## src/rtl/traffic_pkg.sv

```systemverilog
// traffic_pkg
//   Shared types for the intersection controller family.
//   - ctrl_state_e : controller FSM states
//   - lamp_e       : per-phase lamp encoding (exactly one lamp lit per phase)
//   - phase_width  : width of a phase index, at least 1 bit
package traffic_pkg;

  typedef enum logic [1:0] {
    ST_ALL_RED = 2'd0,
    ST_GREEN   = 2'd1,
    ST_YELLOW  = 2'd2,
    ST_PREEMPT = 2'd3
  } ctrl_state_e;

  typedef enum logic [1:0] {
    LAMP_RED    = 2'd0,
    LAMP_YELLOW = 2'd1,
    LAMP_GREEN  = 2'd2
  } lamp_e;

  function automatic int phase_width(input int n);
    return (n > 2) ? $clog2(n) : 1;
  endfunction

endpackage

```

## src/rtl/intersection_controller_phase_timer.sv

```systemverilog
// phase_timer
//   Interval down-counter. Loading takes priority; otherwise the count
//   decrements and parks at zero. done_o flags count == 0, so an interval
//   loaded with DUR-1 lasts exactly DUR cycles.
// Ports
//   clk, rst_n  : clock, asynchronous active-low reset (count <= RST_VAL)
//   load_i      : load strobe
//   load_val_i  : value loaded on load_i
//   done_o      : count is zero
module phase_timer
  import traffic_pkg::*;
#(
  parameter int               CNT_W   = 8,
  parameter logic [CNT_W-1:0] RST_VAL = '0
) (
  input  logic             clk,
  input  logic             rst_n,
  input  logic             load_i,
  input  logic [CNT_W-1:0] load_val_i,
  output logic             done_o
);

  logic [CNT_W-1:0] cnt_q;

  always_ff @(posedge clk or negedge rst_n) begin
    if (!rst_n) begin
      cnt_q <= RST_VAL;
    end else if (load_i) begin
      cnt_q <= load_val_i;
    end else if (cnt_q != '0) begin
      cnt_q <= cnt_q - CNT_W'(1);
    end
  end

  assign done_o = (cnt_q == '0);

endmodule

```

## src/rtl/intersection_controller.sv

```systemverilog
// intersection_controller
//   Round-robin multi-phase intersection controller: GREEN -> YELLOW ->
//   ALL_RED per phase, latched pedestrian requests served with a timed WALK
//   at the start of the phase's green, and emergency preemption onto a
//   selected phase.
// Ports
//   clk, rst_n             : clock, asynchronous active-low reset
//   pedestrian_request     : per-phase level request (latched)
//   emergency              : preemption request (level)
//   emergency_phase        : phase served on preemption
//   traffic_red/yellow/green : per-phase lamps, exactly one lit per phase
//   pedestrian_walk/dont_walk: per-phase walk indication, dont_walk = ~walk
//   active_phase           : phase owning (or last owning) green/yellow
//   preempt_active         : high while in PREEMPT
//   state_o                : FSM state, for debug/observation
// Handshake: none; all inputs are sampled levels, all outputs are decodes of
//   registered state only (no input-to-output combinational path).
module intersection_controller
  import traffic_pkg::*;
#(
  parameter int NUM_PHASES     = 4,
  parameter int GREEN_CYCLES   = 16,
  parameter int YELLOW_CYCLES  = 4,
  parameter int ALL_RED_CYCLES = 2,
  parameter int WALK_CYCLES    = 8,
  parameter int CNT_W          = 8,
  localparam int PH_W          = phase_width(NUM_PHASES)
) (
  input  logic                  clk,
  input  logic                  rst_n,
  input  logic [NUM_PHASES-1:0] pedestrian_request,
  input  logic                  emergency,
  input  logic [PH_W-1:0]       emergency_phase,
  output logic [NUM_PHASES-1:0] traffic_red,
  output logic [NUM_PHASES-1:0] traffic_yellow,
  output logic [NUM_PHASES-1:0] traffic_green,
  output logic [NUM_PHASES-1:0] pedestrian_walk,
  output logic [NUM_PHASES-1:0] pedestrian_dont_walk,
  output logic [PH_W-1:0]       active_phase,
  output logic                  preempt_active,
  output ctrl_state_e           state_o
);

  ctrl_state_e           state_q, state_d;
  logic [PH_W-1:0]       active_q, active_d;
  logic                  started_q, started_d;
  logic [NUM_PHASES-1:0] req_q, req_d;
  logic                  walk_q, walk_d;
  logic [CNT_W-1:0]      walk_cnt_q, walk_cnt_d;

  logic                  tmr_load;
  logic [CNT_W-1:0]      tmr_load_val;
  logic                  tmr_done;
  logic [PH_W-1:0]       next_phase;
  logic [NUM_PHASES-1:0] active_oh;
  lamp_e                 lamp [NUM_PHASES];

  phase_timer #(
    .CNT_W   (CNT_W),
    .RST_VAL (CNT_W'(ALL_RED_CYCLES - 1))
  ) u_timer (
    .clk        (clk),
    .rst_n      (rst_n),
    .load_i     (tmr_load),
    .load_val_i (tmr_load_val),
    .done_o     (tmr_done)
  );

  // The very first green after reset goes to phase 0 without incrementing.
  assign next_phase = !started_q                            ? '0 :
                      (active_q == PH_W'(NUM_PHASES - 1))   ? '0 :
                                                              active_q + PH_W'(1);

  always_comb begin
    state_d      = state_q;
    active_d     = active_q;
    started_d    = started_q;
    req_d        = req_q | pedestrian_request;
    walk_d       = walk_q;
    walk_cnt_d   = walk_cnt_q;
    tmr_load     = 1'b0;
    tmr_load_val = '0;

    unique case (state_q)
      ST_ALL_RED: begin
        if (tmr_done) begin
          started_d = 1'b1;
          tmr_load  = 1'b1;
          if (emergency) begin
            state_d  = ST_PREEMPT;
            active_d = emergency_phase;
          end else begin
            state_d      = ST_GREEN;
            active_d     = next_phase;
            tmr_load_val = CNT_W'(GREEN_CYCLES - 1);
            // Entering green serves the latch plus any request this cycle.
            walk_d             = req_q[next_phase] | pedestrian_request[next_phase];
            req_d[next_phase]  = 1'b0;
            walk_cnt_d         = CNT_W'(WALK_CYCLES - 1);
          end
        end
      end
      ST_GREEN: begin
        if (walk_q) begin
          if (walk_cnt_q == '0) walk_d = 1'b0;
          else                  walk_cnt_d = walk_cnt_q - CNT_W'(1);
        end
        // Emergency aborts green at once; yellow/all-red are still served.
        if (emergency || tmr_done) begin
          state_d      = ST_YELLOW;
          tmr_load     = 1'b1;
          tmr_load_val = CNT_W'(YELLOW_CYCLES - 1);
          walk_d       = 1'b0;
        end
      end
      ST_YELLOW: begin
        if (tmr_done) begin
          state_d      = ST_ALL_RED;
          tmr_load     = 1'b1;
          tmr_load_val = CNT_W'(ALL_RED_CYCLES - 1);
        end
      end
      ST_PREEMPT: begin
        walk_d = 1'b0;
        if (!emergency) begin
          state_d      = ST_YELLOW;
          tmr_load     = 1'b1;
          tmr_load_val = CNT_W'(YELLOW_CYCLES - 1);
        end
      end
      default: state_d = ST_ALL_RED;
    endcase
  end

  always_ff @(posedge clk or negedge rst_n) begin
    if (!rst_n) begin
      state_q    <= ST_ALL_RED;
      active_q   <= '0;
      started_q  <= 1'b0;
      req_q      <= '0;
      walk_q     <= 1'b0;
      walk_cnt_q <= '0;
    end else begin
      state_q    <= state_d;
      active_q   <= active_d;
      started_q  <= started_d;
      req_q      <= req_d;
      walk_q     <= walk_d;
      walk_cnt_q <= walk_cnt_d;
    end
  end

  assign active_oh = NUM_PHASES'(1) << active_q;

  always_comb begin
    for (int i = 0; i < NUM_PHASES; i++) begin
      lamp[i] = LAMP_RED;
      if (active_oh[i]) begin
        if (state_q == ST_GREEN || state_q == ST_PREEMPT) lamp[i] = LAMP_GREEN;
        else if (state_q == ST_YELLOW)                    lamp[i] = LAMP_YELLOW;
      end
      traffic_red[i]    = (lamp[i] == LAMP_RED);
      traffic_yellow[i] = (lamp[i] == LAMP_YELLOW);
      traffic_green[i]  = (lamp[i] == LAMP_GREEN);
    end
  end

  assign pedestrian_walk      = (walk_q && state_q == ST_GREEN) ? active_oh : '0;
  assign pedestrian_dont_walk = ~pedestrian_walk;
  assign active_phase         = active_q;
  assign preempt_active       = (state_q == ST_PREEMPT);
  assign state_o              = state_q;

endmodule

```

## config.mk

```make
export PLATFORM = sky130hd
export DESIGN_NAME = intersection_controller
export DESIGN_NICKNAME = d
export VERILOG_FILES = /design/src/rtl/traffic_pkg.sv /design/src/rtl/intersection_controller_phase_timer.sv /design/src/rtl/intersection_controller.sv
export SDC_FILE = /design/constraint.sdc
export NUM_CORES = 1
export LEC_CHECK = 0
export BUFFER_PORTS_ARGS = -buffer_cell sky130_fd_sc_hd__buf_2
export CAP_MARGIN = 20
export CORE_MARGIN = 1
export CORE_UTILIZATION = 55
export CTS_CLUSTER_DIAMETER = 100
export CTS_CLUSTER_SIZE = 28
export DETAILED_ROUTE_END_ITERATION = 10
export PLACE_DENSITY = 0.81
export SLEW_MARGIN = 40
export SYNTH_ARGS = -nofsm -noshare
export SYNTH_HDL_FRONTEND = slang
export SYNTH_SLANG_ARGS = --single-unit
```

## constraint.sdc

```tcl
create_clock -name clk -period 2.09 [get_ports clk]
set_input_delay 0.209 -clock clk [delete_from_list [all_inputs] [get_ports clk]]
set_output_delay 0.209 -clock clk [all_outputs]
set_load 0.005 [all_outputs]
```

==> impl_metrics.csv <==
group,metric,value,unit
place,postPlaceCellArea,0.00194,mm²
yosys,yosys_most_used_dff,"sky130_fd_sc_hd__dfrtp_1",
critical_path,timing.critical_path.slowest_cell_delay,590,ps
pwr,p_per_area,1270,mW/mm²
critical_path,cell_chain_critical_path,"inv_1 -> ha_1 -> or3b_4 -> nor3_1 -> or4b_1 -> a21oi_1",
critical_path,criticalPathCategory,"flip-flop to flip-flop",
yosys,synth-edff-count,0,
critical_path,timing.critical_path.arrival,2230,ps
layout,final_layout_size_suffix_gt1_frac,0.268,
yosys,syn-cell-area,0.00173,mm²
route,drcViolationCount,1,
layout,final_core_util,0.700,
layout,antenna-diode-count,0,
yosys,synth.avg_cell_area,9.14,µm²
status,outcome,"complete, but fails checks",
global_route,grt_antenna_before_repair,0,
sta,finalSetupViolCount,0,
critical_path,critical_path_buf_inv_count,1,
status,failed_checks,"design-rule violations",
clock_network,cts_buffers,3,
sta,setup_repair_after_global_routing_missed_its_margin,"no",
clock_network,cts_setup_buffers,0,
clock_network,clock_tree_root_driver_cell,"sky130_fd_sc_hd__clkbuf_4",
route,drtPass1Iterations,7,
route,routed-via-count,1510,
global_route,track_usage,0.225,
floorplan,std_cell_rows,19,
clock_network,cts.reportedPaths.clkPinSlew,130,ps
yosys,synth-compound-area-share,0.175,
layout,layout_area_overhead,15.6,%
route,vias_per_cell,5.92,
floorplan,chipWidth,58.0,µm
route,route.antenna.remaining_nets,0,
yosys,yosysUniqueCellTypes,59,
critical_path,slowest_stage,"sky130_fd_sc_hd__dfstp_2",
sta,final_clock_skew,4.62,ps
sta,min_period,1980,ps
yosys,synth.mux.area_fraction,0.0203,
yosys,postSynthRegisterBits,26,
sta,final_period_utilization,0.946,
critical_path,crit_path_launch_type,"flip-flop",
floorplan,die-area,0.00337,mm²
global_route,grt_max_degree,27,
yosys,synth-xor-area-share,0.0355,
route,drt_wl_total,3610,µm
pwr,report.power.total,2.54,mW
pwr,worst_ir_drop_vdd,773,µV
global_route,grt_pass1_vias,1354,
place,place.detailed.hpwl,2810,µm
floorplan,ioPinCount,34,
pwr,p_switching,1.10,mW
critical_path,timing.critical_path.to_type,"flip-flop",
sta,totalNegativeSetupSlack,0,ps
hold_path,hold_class,"input pin to flip-flop",
yosys,synth_sequential_area_ratio,0.378,
clock_network,cts_max_level,1,
route,route.detailed.wl_per_inst,14.2,µm
clock_network,insertion_delay,320,ps
floorplan,initial_utilization,0.605,
global_route,overflow,0,
yosys,ys_async_sr_fraction,1.00,
sta,final_max_slew_viol_count,0,
pwr,power.static_leakage,0.935,nW
pwr,p_int,1.44,mW
yosys,synth-simple-area-share,0.279,
clock_network,cts-root-to-sink-buffers,2,
critical_path,cp_max_fo,6,
critical_path,critPathTopFamily,"simple AND/OR/NAND/NOR gates",
place,count_of_buffers_from_port_buffering,33,
yosys,syn-instance-count,189,
sta,maxClockFrequency,0.506,GHz
yosys,synth_fa_ha_area_frac,0.0580,
global_route,grt_first_pass_wirelength,5890,µm
clock_network,tritoncts,"yes",
pwr,power_switching_share,0.433,
pwr,comb_power_share,0.526,
yosys,yosys_warnings,0,
layout,final_nets,242,
pwr,clock_network_fraction_of_total_power,0.097,
sta,max-slew-margin-rel,0.632,
pwr,power.share.sequential,0.377,
yosys,synth_nets,206,
sta,worstMarginPinSlew,552,ps
floorplan,core_area,0.00285,mm²
yosys,synth_top_family_by_area,"simple AND/OR/NAND/NOR gates",
layout,final_area,0.00200,mm²
clock_network,clock_sinks,26,
sta,hold_viol_final,0,
route,detail_route.iter0.violations,87,
floorplan,die_y,58.0,µm
critical_path,worst-endpoint-required,2340,ps
place,place.gp.congestion,0.895,
job,drv.max_cap_violation_count,0,
## area by class of cell
cell class              count  area, µm²
multi-input cells         142        987
repair buffers             41        240
inverters                  11       41.3
clock buffers               4       36.3
fillers                   230        857
flip-flops and latches     26        652
well taps                  31       38.8
## path summary, 6_finish.rpt
| kind | startpoint | end | slack (ps) | cells after the start |
|---|---|---|---|---|
| worst min register to register | walk_cnt_q[0]$_DFFE_PN0P_ | walk_cnt_q[0]$_DFFE_PN0P_ | 520 | 1 |
| worst max-delay path | u_timer.cnt_q[0]$_DFFE_PN1P_ | u_timer.cnt_q[7]$_DFFE_PN0P_ | 110 | 6 |
| worst min-delay path | pedestrian_request[0] | req_q[0]$_DFF_PN0_ | 150 | 3 |
| worst max register to register | u_timer.cnt_q[0]$_DFFE_PN1P_ | u_timer.cnt_q[7]$_DFFE_PN0P_ | 110 | 6 |
| max in group asynchronous | rst_n | u_timer.cnt_q[0]$_DFFE_PN1P_ | 1310 | 2 |
| min in group asynchronous | rst_n | active_phase[1]$_DFFE_PN0P_ | 400 | 2 |
## worst reg2reg max path: cells and delay by family (launching register included)
| family | cells | cell delay, ps |
|---|---|---|
| adder cells (fa/ha/maj) | 1 | 210 |
| flip-flops | 1 | 590 |
| buffers and inverters | 1 | 70 |
| AO/OA/AOI/OAI | 1 | 160 |
| AND/OR/NAND/NOR | 3 | 880 |
## cells by family (layout without fill, tap and decap cells)
kind of cell | Yosys count | in the layout
AO/OA/AOI/OAI | 45 | 45
XOR/XNOR | 7 | 7
adder cells (fa/ha/maj) | 8 | 8
buffers and inverters | 21 | 56
flip-flops | 26 | 26
multiplexers | 3 | 3
AND/OR/NAND/NOR | 79 | 79
## cells in the final DEF (no fill, tap or decap), types with 2 or more instances in the layout
master	Yosys	final
sky130_fd_sc_hd__nor2b_1	2	2
sky130_fd_sc_hd__or4_1	3	3
sky130_fd_sc_hd__a31oi_1	2	2
sky130_fd_sc_hd__ha_1	8	8
sky130_fd_sc_hd__nor3b_2	1	2
sky130_fd_sc_hd__xor2_1	5	5
sky130_fd_sc_hd__buf_4	1	6
sky130_fd_sc_hd__nor3_1	6	6
sky130_fd_sc_hd__or3_1	3	3
sky130_fd_sc_hd__a21oi_1	15	15
sky130_fd_sc_hd__mux2i_1	2	2
sky130_fd_sc_hd__nor2_1	16	16
sky130_fd_sc_hd__o21ai_0	7	7
sky130_fd_sc_hd__nand2_1	15	15
sky130_fd_sc_hd__and3_1	2	2
sky130_fd_sc_hd__o2111ai_1	2	2
sky130_fd_sc_hd__clkbuf_4	0	3
sky130_fd_sc_hd__and2_1	10	10
sky130_fd_sc_hd__xnor2_1	2	2
sky130_fd_sc_hd__or3b_4	1	2
sky130_fd_sc_hd__inv_1	11	11
sky130_fd_sc_hd__dfrtp_1	25	25
sky130_fd_sc_hd__buf_2	4	33
sky130_fd_sc_hd__nor3_2	2	2
sky130_fd_sc_hd__o21a_1	2	2
sky130_fd_sc_hd__or3_2	2	2
sky130_fd_sc_hd__a41oi_1	2	2
## flip-flops by register name, indices dropped and copies added, names as in the netlist
register / flops
u_timer.cnt_q: 8
walk_cnt_q: 8
req_q: 4
active_phase: 2
state_o: 2
started_q: 1
walk_q: 1
## synth_stat cells, types with 3 or more instances
| master | number | area, µm² |
|---|---|---|
| sky130_fd_sc_hd__a21oi_1 | 15 | 75.1 |
| sky130_fd_sc_hd__and2_1 | 10 | 62.6 |
| sky130_fd_sc_hd__xor2_1 | 5 | 43.8 |
| sky130_fd_sc_hd__or4_1 | 3 | 22.5 |
| sky130_fd_sc_hd__nor3_1 | 6 | 30.0 |
| sky130_fd_sc_hd__buf_2 | 4 | 20.0 |
| sky130_fd_sc_hd__ha_1 | 8 | 100 |
| sky130_fd_sc_hd__nor2_1 | 16 | 60.1 |
| sky130_fd_sc_hd__nand2_1 | 15 | 56.3 |
| sky130_fd_sc_hd__dfrtp_1 | 25 | 626 |
| sky130_fd_sc_hd__inv_1 | 11 | 41.3 |
| sky130_fd_sc_hd__clkbuf_1 | 4 | 15.0 |
| sky130_fd_sc_hd__or3_1 | 3 | 18.8 |
| sky130_fd_sc_hd__o21ai_0 | 7 | 35.0 |
## stage by stage
step	std cells	hold slack, ps	worst slack (ps)
2_1_floorplan	189	-86.6	157
3_3_place_gp	250	226	149
3_5_place_dp	250	230	103
4_1_cts	255	136	76.4
5_1_grt	255	159	32.5
6_report	255	145	112
## power groups by stage
stage / logic (mW) / clock network (mW) / registers [mW]
after detailed placement: 1.33 / 0 / 0.967
after CTS: 1.34 / 0.257 / 0.954
after global routing: 1.48 / 0.276 / 0.989
after global placement: 1.29 / 0 / 0.950
after floorplan: 0.962 / 0 / 0.901
final: 1.34 / 0.247 / 0.959
## metal layers
metal,vias up,track usage,wire length [µm]
met2,36,0.384,1880
met1,725,0.295,1560
met4,0,0.0578,25
li1,745,-,-
met3,4,0.0424,148
met5,-,0,0
## timing repair
action	4_1_cts	5_1_grt
endpoints found under the hold margin	25	0
hold buffers	1	0
setup endpoints to repair	0	2
gates resized for setup	0	2
No activity file was read; power rests on OpenSTA's default activity.
